[src/rtl/uart_tx_sched.sv]
// Two-requester round-robin byte scheduler that paces uart_we pulses one frame apart.
// Optional sticky overflow flags when built with `UART_TX_SCHED_OVF_EN.
module uart_tx_sched #(
  parameter int DEPTH        = 4,
  parameter int FRAME_CYCLES = 4400
) (
  input  logic       clk,
  input  logic       rst_n,
  input  logic       req0_we,
  input  logic [7:0] req0_data,
  output logic       req0_full,
  input  logic       req1_we,
  input  logic [7:0] req1_data,
  output logic       req1_full,
  output logic       uart_we,
  output logic [7:0] wr_data,
  output logic       busy
`ifdef UART_TX_SCHED_OVF_EN
  ,
  input  logic       ovf_clr,
  output logic       req0_ovf,
  output logic       req1_ovf
`endif
);

  localparam int PW = $clog2(DEPTH);
  localparam int CW = (FRAME_CYCLES > 1) ? $clog2(FRAME_CYCLES) : 1;
  localparam logic [CW-1:0] CNT_LOAD = CW'(FRAME_CYCLES - 1);
  localparam logic [PW:0]   DEPTH_C  = (PW + 1)'(DEPTH);

  typedef enum logic [1:0] {IDLE, ISSUE, WAIT} state_t;

  state_t        state_reg, state_next;
  logic [CW-1:0] cnt_reg, cnt_next;
  logic [7:0]    wr_data_reg, wr_data_next;
  logic          last_grant_reg, last_grant_next;
  logic          grant;

  logic [1:0] push_we;
  logic [7:0] push_data [2];
  logic [7:0] head [2];
  logic [1:0] nonempty;
  logic [1:0] full;
  logic [1:0] pop;

  assign push_we      = {req1_we, req0_we};
  assign push_data[0] = req0_data;
  assign push_data[1] = req1_data;

`ifdef UART_TX_SCHED_OVF_EN
  logic [1:0] ovf;
  assign req0_ovf = ovf[0];
  assign req1_ovf = ovf[1];
`endif

  genvar gi;
  generate
    for (gi = 0; gi < 2; gi++) begin : g_fifo
      logic [7:0]    mem [DEPTH];
      logic [PW-1:0] wr_ptr_reg, rd_ptr_reg;
      logic [PW:0]   count_reg;
      logic          push;

      // Fullness ignores a same-cycle pop, so a push to a full FIFO is always dropped.
      assign full[gi]     = (count_reg == DEPTH_C);
      assign nonempty[gi] = (count_reg != '0);
      assign push         = push_we[gi] & ~full[gi];
      assign head[gi]     = mem[rd_ptr_reg];

      always_ff @(posedge clk) begin
        if (push) mem[wr_ptr_reg] <= push_data[gi];
      end

      always_ff @(posedge clk or negedge rst_n) begin
        if (!rst_n) begin
          wr_ptr_reg <= '0;
          rd_ptr_reg <= '0;
          count_reg  <= '0;
        end else begin
          if (push)    wr_ptr_reg <= wr_ptr_reg + PW'(1);
          if (pop[gi]) rd_ptr_reg <= rd_ptr_reg + PW'(1);
          case ({push, pop[gi]})
            2'b10:   count_reg <= count_reg + (PW + 1)'(1);
            2'b01:   count_reg <= count_reg - (PW + 1)'(1);
            default: count_reg <= count_reg;
          endcase
        end
      end

`ifdef UART_TX_SCHED_OVF_EN
      logic ovf_reg;
      // A drop in the same cycle as a clear keeps the flag set.
      always_ff @(posedge clk or negedge rst_n) begin
        if (!rst_n)                         ovf_reg <= 1'b0;
        else if (push_we[gi] && full[gi])   ovf_reg <= 1'b1;
        else if (ovf_clr)                   ovf_reg <= 1'b0;
      end
      assign ovf[gi] = ovf_reg;
`endif
    end
  endgenerate

  // Lone requester wins outright; on a tie the one not granted last time wins.
  assign grant = (nonempty == 2'b11) ? ~last_grant_reg : nonempty[1];

  always_ff @(posedge clk or negedge rst_n) begin
    if (!rst_n) begin
      state_reg      <= IDLE;
      cnt_reg        <= '0;
      wr_data_reg    <= 8'h00;
      last_grant_reg <= 1'b1;
    end else begin
      state_reg      <= state_next;
      cnt_reg        <= cnt_next;
      wr_data_reg    <= wr_data_next;
      last_grant_reg <= last_grant_next;
    end
  end

  always_comb begin
    state_next      = state_reg;
    cnt_next        = cnt_reg;
    wr_data_next    = wr_data_reg;
    last_grant_next = last_grant_reg;
    pop             = 2'b00;
    uart_we         = 1'b0;
    case (state_reg)
      IDLE: begin
        if (nonempty != 2'b00) begin
          pop[grant]      = 1'b1;
          wr_data_next    = head[grant];
          last_grant_next = grant;
          state_next      = ISSUE;
        end
      end
      ISSUE: begin
        uart_we    = 1'b1;
        cnt_next   = CNT_LOAD;
        state_next = WAIT;
      end
      WAIT: begin
        if (cnt_reg == '0) state_next = IDLE;
        else               cnt_next   = cnt_reg - CW'(1);
      end
      default: state_next = IDLE;
    endcase
  end

  assign wr_data   = wr_data_reg;
  assign req0_full = full[0];
  assign req1_full = full[1];
  assign busy      = (state_reg != IDLE) | (|nonempty);

endmodule
[config.mk]
export PLATFORM = sky130hd
export DESIGN_NAME = uart_tx_sched
export DESIGN_NICKNAME = d
export VERILOG_FILES = /design/src/rtl/uart_tx_sched.sv
export SDC_FILE = /design/constraint.sdc
export NUM_CORES = 1
export LEC_CHECK = 0
export CAP_MARGIN = 10
export CORE_AREA = 2 2 95 143
export CTS_BUF_LIST = sky130_fd_sc_hd__clkbuf_8
export DETAILED_ROUTE_END_ITERATION = 6
export DIE_AREA = 0 0 97 145
export GPL_TIMING_DRIVEN = 0
export PLACE_DENSITY = 0.52
export SYNTH_ARGS = -nofsm -noshare
export SYNTH_HDL_FRONTEND = slang
export SYNTH_SLANG_ARGS = --single-unit
[constraint.sdc]
create_clock -name clk -period 2.8 [get_ports clk]
set_input_delay 0.7 -clock clk [delete_from_list [all_inputs] [get_ports clk]]
set_output_delay 0.7 -clock clk [all_outputs]
set_load 0.01 [all_outputs]
==> impl_metrics.toml, run 1 <==
[clocking]
insertion_delay_ns = 0.37
cts_hold_buf = 0
cts_tree = "built"
clkTransAtPathRegs_ns = 0.10
htreeDepth = 3
cts_made_buffers = 9
post_cts_resized = 0
cts_sinks = 102
cts_buffer_depth = 2
cts_setup_buffers = 0
cts_root_buf = "clkbuf_8"

[critical_path]
crit_required_ns = 2.10
cp.arrival_ns = 1.95
worstSetupPathType = "register to primary output"
critPathCaptureType = "primary output"
start_kind = "register"
cp_max_fo = 10

[outcome]
status = "finished clean"

[global_routing]
grt_first_pass_wirelength_um = 13400
grt_max_degree = 34
antenna_found_initial = 0
grt_usage_pct = 12.5
grt_pass1_vias = 2496
grt.overflow.total = 0

[die]
die_w_um = 97
dieArea_mm2 = 0.0141
dieHeight_um = 145
pin_count = 32
start_util_pct = 34.2
num_rows = 51
core_area_mm2 = 0.0128

[timing]
hold_viol = 0
fmax_mhz = 377
worst_slew_pin_slew_ns = 0.661
finalMaxSlewViolations = 0
hold_slack_ns = 0.145
fin_skew_ns = 0.0127
slew_headroom_pct = 55.8
finalSetupViolCount = 0
fin_crit_ns = 2.65
rsz0062_at_grt = "no"
period_share_pct = 94.7

[power]
combPwrFrac_pct = 36.2
p_per_area_mw_per_mm2 = 984
switching_share_pct = 34.1
p_seq_share_pct = 44.8
power_mw = 5.05
net-switching-power_mw = 1.72
leakagePower_nw = 1.91
internal_power_mw = 3.32
max-vdd-ir-drop_uv = 345
clkPwrFrac_pct = 19.0

[layout]
largest_reg_flops = 64
layout.cells.non_filler = 487
nets = 357
antenna_cells = 0
fillers = 1190
final_cell_mix = "edfxtp_1 (64), dfrtp_1 (37), nand2_1 (30), clkdlybuf4s50_1 (30), mux4_2 (16)"
area_growth_pct = 16.7
drive_above_1_share_pct = 15.5
layout_commonest_cell = "edfxtp_1"

[placement]
gp_congestion = 0.724
dpl.cell_count = 471
portBuffers = 31
hpwl_um = 5610

[synth]
synth_area_per_cell_um2 = 15.7
synth_edf_count = 64
ys.flop_type = "edfxtp_1"
synth-seq-cells = 102
synthesis.nets = 314
yosysWarnings = 0
ys_types = 46
netlist_instances = 280
async_flop_share_pct = 37.3
synth_area_mm2 = 0.00439
seq_area_frac_synth_pct = 65.4

[routing]
dr_wl_met2_um = 4200
drc_errors = 0
vias = 2393
via_per_inst = 4.91
wl_met3_um = 240
dr.pass1.iters = 4
drtAntennaViolNets = 0
met1_length_um = 3350
dr.max_layer_used = "met4"
wl_um = 8090
wl_per_cell_um = 16.6
initialDrtViolationCount = 144

[job]
maxCapViolCount = 0

[worst_hold_path]
hold_path.class = "input port to asynchronous set/reset pin"
[critical path, stage by stage, from the launching register on]
cell             delay (ns)
dfrtp_1                0.47
nand2b_1               0.17
buf_2                  0.18
inv_1                  0.20
clkdlybuf4s50_1        0.57
[cells by family after synthesis]
logic type      count (synthesis)  share of synthesized area [%]
compound gates                 27                           5.41
xor+xnor                       13                           2.59
fa+ha+maj                      14                           4.33
buf+inv                        24                           2.68
flops                         102                           65.4
mux                            24                           10.1
simple gates                   76                           9.46
[routing by layer]
| metal | track usage [%] | vias up |
|---|---|---|
| li1 | - | 1131 |
| met1 | 14.9 | 1202 |
| met2 | 21.0 | 43 |
| met3 | 3.03 | 17 |
| met4 | 6.55 | 0 |
| met5 | 0 | - |
[through the flow]
stage               utilization (%)  setup TNS (ns)  setup slack [ns]  cell area [um^2]
global placement               38.2           -1.76           -0.0515              4900
floorplan                         -               0             0.462              4390
global route                   40.0               0            0.0112              5120
detailed placement             38.3               0            0.0643              4920
finish                         40.0               0             0.147              5120
CTS                            39.9               0            0.0630              5120
[Yosys cell counts (all sizes together), types with 4 or more instances]
library cell / n / area share [%]
nand3: 5 / 0.57
inv: 14 / 1.2
edfxtp: 64 / 44
nor2: 7 / 0.60
mux2i: 6 / 1.4
buf: 9 / 1.4
mux4: 16 / 8.2
a22oi: 9 / 1.5
xor2: 5 / 1.0
ha: 12 / 3.4
nor3: 5 / 0.57
dfrtp: 37 / 21
nand2b: 4 / 0.57
nand2: 30 / 2.6
xnor2: 8 / 1.6
and2: 9 / 1.3
[power by group through the flow]
stage | logic, mW | registers, mW | clock network, mW
5_1_grt | 2.04 | 2.31 | 1.04
6_report | 1.83 | 2.26 | 0.959
4_1_cts | 1.89 | 2.26 | 0.999
2_1_floorplan | 1.28 | 2.26 | 0
3_3_place_gp | 1.86 | 2.27 | 0
3_5_place_dp | 1.88 | 2.29 | 0
[layout make-up]
| class | count | area (um^2) | area share (%) |
|---|---|---|---|
| clock buffers | 9 | 124 | 2.42 |
| inverters | 14 | 52.6 | 1.03 |
| clock inverters | 7 | 80.1 | 1.56 |
| well taps | 159 | 199 | 3.88 |
| flip-flops and latches | 102 | 2870 | 56.1 |
| multi-input cells | 154 | 1410 | 27.4 |
| repair buffers | 32 | 325 | 6.35 |
| plain buffers | 10 | 65.1 | 1.27 |
[worst paths after layout]
kind,startpoint,end,slack (ns),cells past startpoint
worst max-delay path,state_reg[1],uart_we,0.15,4
worst min-delay path,rst_n,g_fifo[0].wr_ptr_reg[1],0.14,1
worst max register to register,g_fifo[1].count_reg[0],g_fifo[0].count_reg[2],0.33,9
worst min register to register,wr_data[2],wr_data[2],0.49,2
max in group asynchronous,rst_n,last_grant_reg,2.17,2
min in group clk,wr_data[2],wr_data[2],0.49,2
(Power assumes the default switching activity.)
==> run 2: changes to the inputs <==
--- a/config.mk
+++ b/config.mk
@@ -6,12 +6,12 @@
 export NUM_CORES = 1
 export LEC_CHECK = 0
 export CAP_MARGIN = 10
-export CORE_AREA = 2 2 95 143
+export CORE_AREA = 2 2 76 115
 export CTS_BUF_LIST = sky130_fd_sc_hd__clkbuf_8
 export DETAILED_ROUTE_END_ITERATION = 6
-export DIE_AREA = 0 0 97 145
+export DIE_AREA = 0 0 78 117
 export GPL_TIMING_DRIVEN = 0
-export PLACE_DENSITY = 0.52
+export PLACE_DENSITY = 0.75
 export SYNTH_ARGS = -nofsm -noshare
 export SYNTH_HDL_FRONTEND = slang
 export SYNTH_SLANG_ARGS = --single-unit
==> run 2 against run 1 <==
  * Wire length decreased by 7.8%
  * Largest power group unchanged
  * Critical path type unchanged
  * Via count decreased by 0.75%
  * Hold slack better by 0.30 ns
==> impl_metrics.toml, run 2 (synthesis gave the netlist of run 1 again) <==
[global_routing]
grt.overflow.total = 0
grt_first_pass_wirelength_um = 12000
grt_max_degree = 39
antenna_found_initial = 0
grt_pass1_vias = 2437
grt_usage_pct = 18.1

[power]
max-vdd-ir-drop_uv = 636
p_per_area_mw_per_mm2 = 987
leakagePower_nw = 1.89

[timing]
setup_tns_ns = 0
period_share_pct = 94.1
setup_ws_ns = 0.166
fmax_mhz = 380
finalMaxSlewViolations = 0
slew_headroom_pct = 41.1
fin_skew_ns = 0.00895
hold_viol = 0
worst_slew_pin_slew_ns = 0.884
finalSetupViolCount = 0
rsz0062_at_grt = "no"
fin_crit_ns = 2.63

[die]
core_area_mm2 = 0.00821
num_rows = 41
dieHeight_um = 117
die_w_um = 78
dieArea_mm2 = 0.00913
start_util_pct = 53.5
pin_count = 32

[layout]
drive_above_1_share_pct = 14.7
layout.cells.non_filler = 434
multi_input_area_mm2 = 0.00141
nets = 356
fillers = 648
seqCellArea_mm2 = 0.00287
area_growth_pct = 14.4
largest_reg_flops = 64
fin_area_mm2 = 0.00502
antenna_cells = 0
layout_commonest_cell = "edfxtp_1"
final_cell_mix = "edfxtp_1 (64), dfrtp_1 (37), nand2_1 (30), clkdlybuf4s50_1 (30), mux4_2 (16)"

[clocking]
htreeDepth = 3
cts_hold_buf = 0
cts_buffer_depth = 2
cts_sinks = 102
cts_root_buf = "clkbuf_8"
post_cts_resized = 0
insertion_delay_ns = 0.37
cts_setup_buffers = 0
cts_made_buffers = 9
cts_tree = "built"
clkTransAtPathRegs_ns = 0.09

[placement]
dpl-instance-area_mm2 = 0.00483
portBuffers = 31
pre_cts_ws_ns = 0.112
gp_congestion = 0.760
dpl.cell_count = 418
hpwl_um = 5270

[critical_path]
start_kind = "register"
cp.arrival_ns = 1.93
worstReg2RegStart = "g_fifo[1].count_reg[0]"
r2r_slack_ns = 0.31
crit_required_ns = 2.10
cp_max_fo = 10
worstSetupPathType = "register to primary output"
ff2ff_path_depth = 9
r2r_end = "g_fifo[0].count_reg[2]"
critPathCaptureType = "primary output"

[routing]
wl_per_cell_um = 17.2
initialDrtViolationCount = 128
wl_um = 7460
drtAntennaViolNets = 0
dr.pass1.iters = 4
via_per_inst = 5.47
vias = 2375
drc_errors = 0

[job]
maxCapViolCount = 0

[outcome]
status = "finished clean"

[worst_hold_path]
hold_path.class = "input port to asynchronous set/reset pin"
run 2: cell count changes in the layout (fill, tap and decap cells not counted):
cell	previous run	this run
buf_12	1	0
inv_6	2	1
inv_8	1	0
clkinvlp_4	0	2
clkinv_1	0	2
clkinv_4	2	0
run 2: cell type report:
type / count / area share [%]
plain buffers: 10 / 1.29
clock buffers: 9 / 2.47
clock inverters: 7 / 1.29
inverters: 14 / 1.05
multi-input cells: 154 / 28.0
flip-flops and latches: 102 / 57.2
well taps: 107 / 2.66
repair buffers: 31 / 6.08
run 2: layer usage:
layer	track usage [%]	part of all wire, %
met5	0	0
met4	8.77	2.1
met3	2.30	2.1
met2	33.4	54
met1	20.9	41
run 2: worst max-delay path: stages, from the launching register on:
cell	delay (ns)
dfrtp_1	0.46
nand2b_1	0.17
buf_2	0.18
inv_1	0.19
clkdlybuf4s50_1	0.57
run 2: where the power goes:
part	switching [mW]	total, mW	internal (mW)
logic	0.946	1.81	0.862
registers	0.229	2.26	2.03
clock network	0.481	0.888	0.407
run 2: worst max path at each step:
stage / startpoint / to
5_1_grt: state_reg[1] / uart_we
3_5_place_dp: req1_we / g_fifo[1].count_reg[2]
4_1_cts: g_fifo[1].count_reg[0] / busy
3_3_place_gp: rst_n / wr_data[5]
2_1_floorplan: g_fifo[1].count_reg[0] / g_fifo[0].count_reg[2]
6_report: state_reg[1] / uart_we
run 2: stage by stage:
stage          utilization, %  power, mW  hold slack [ns]
5_1_grt                  61.2       5.28            0.507
3_5_place_dp             58.9       4.13            0.455
3_3_place_gp             58.9       4.06            0.456
2_1_floorplan               -       3.54            0.404
4_1_cts                  61.2       5.02            0.487
6_report                 61.2       4.96            0.442
==> run 3: changes to the inputs <==
==> constraint.sdc (replaced) <==
create_clock -name clk -period 2.8 [get_ports clk]
set_input_delay 0.7 -clock clk [delete_from_list [all_inputs] [get_ports clk]]
set_output_delay 0.7 -clock clk [all_outputs]
set_load 0.005 [all_outputs]
==> results of run 3 <==
The final DEF is identical to that of run 2. Status: finished clean.
Among the figures that moved: setup slack after layout 0.166 ns -> 0.202 ns; total power 4.96 mW -> 4.93 mW; worst IR drop on VDD 636 uV -> 624 uV
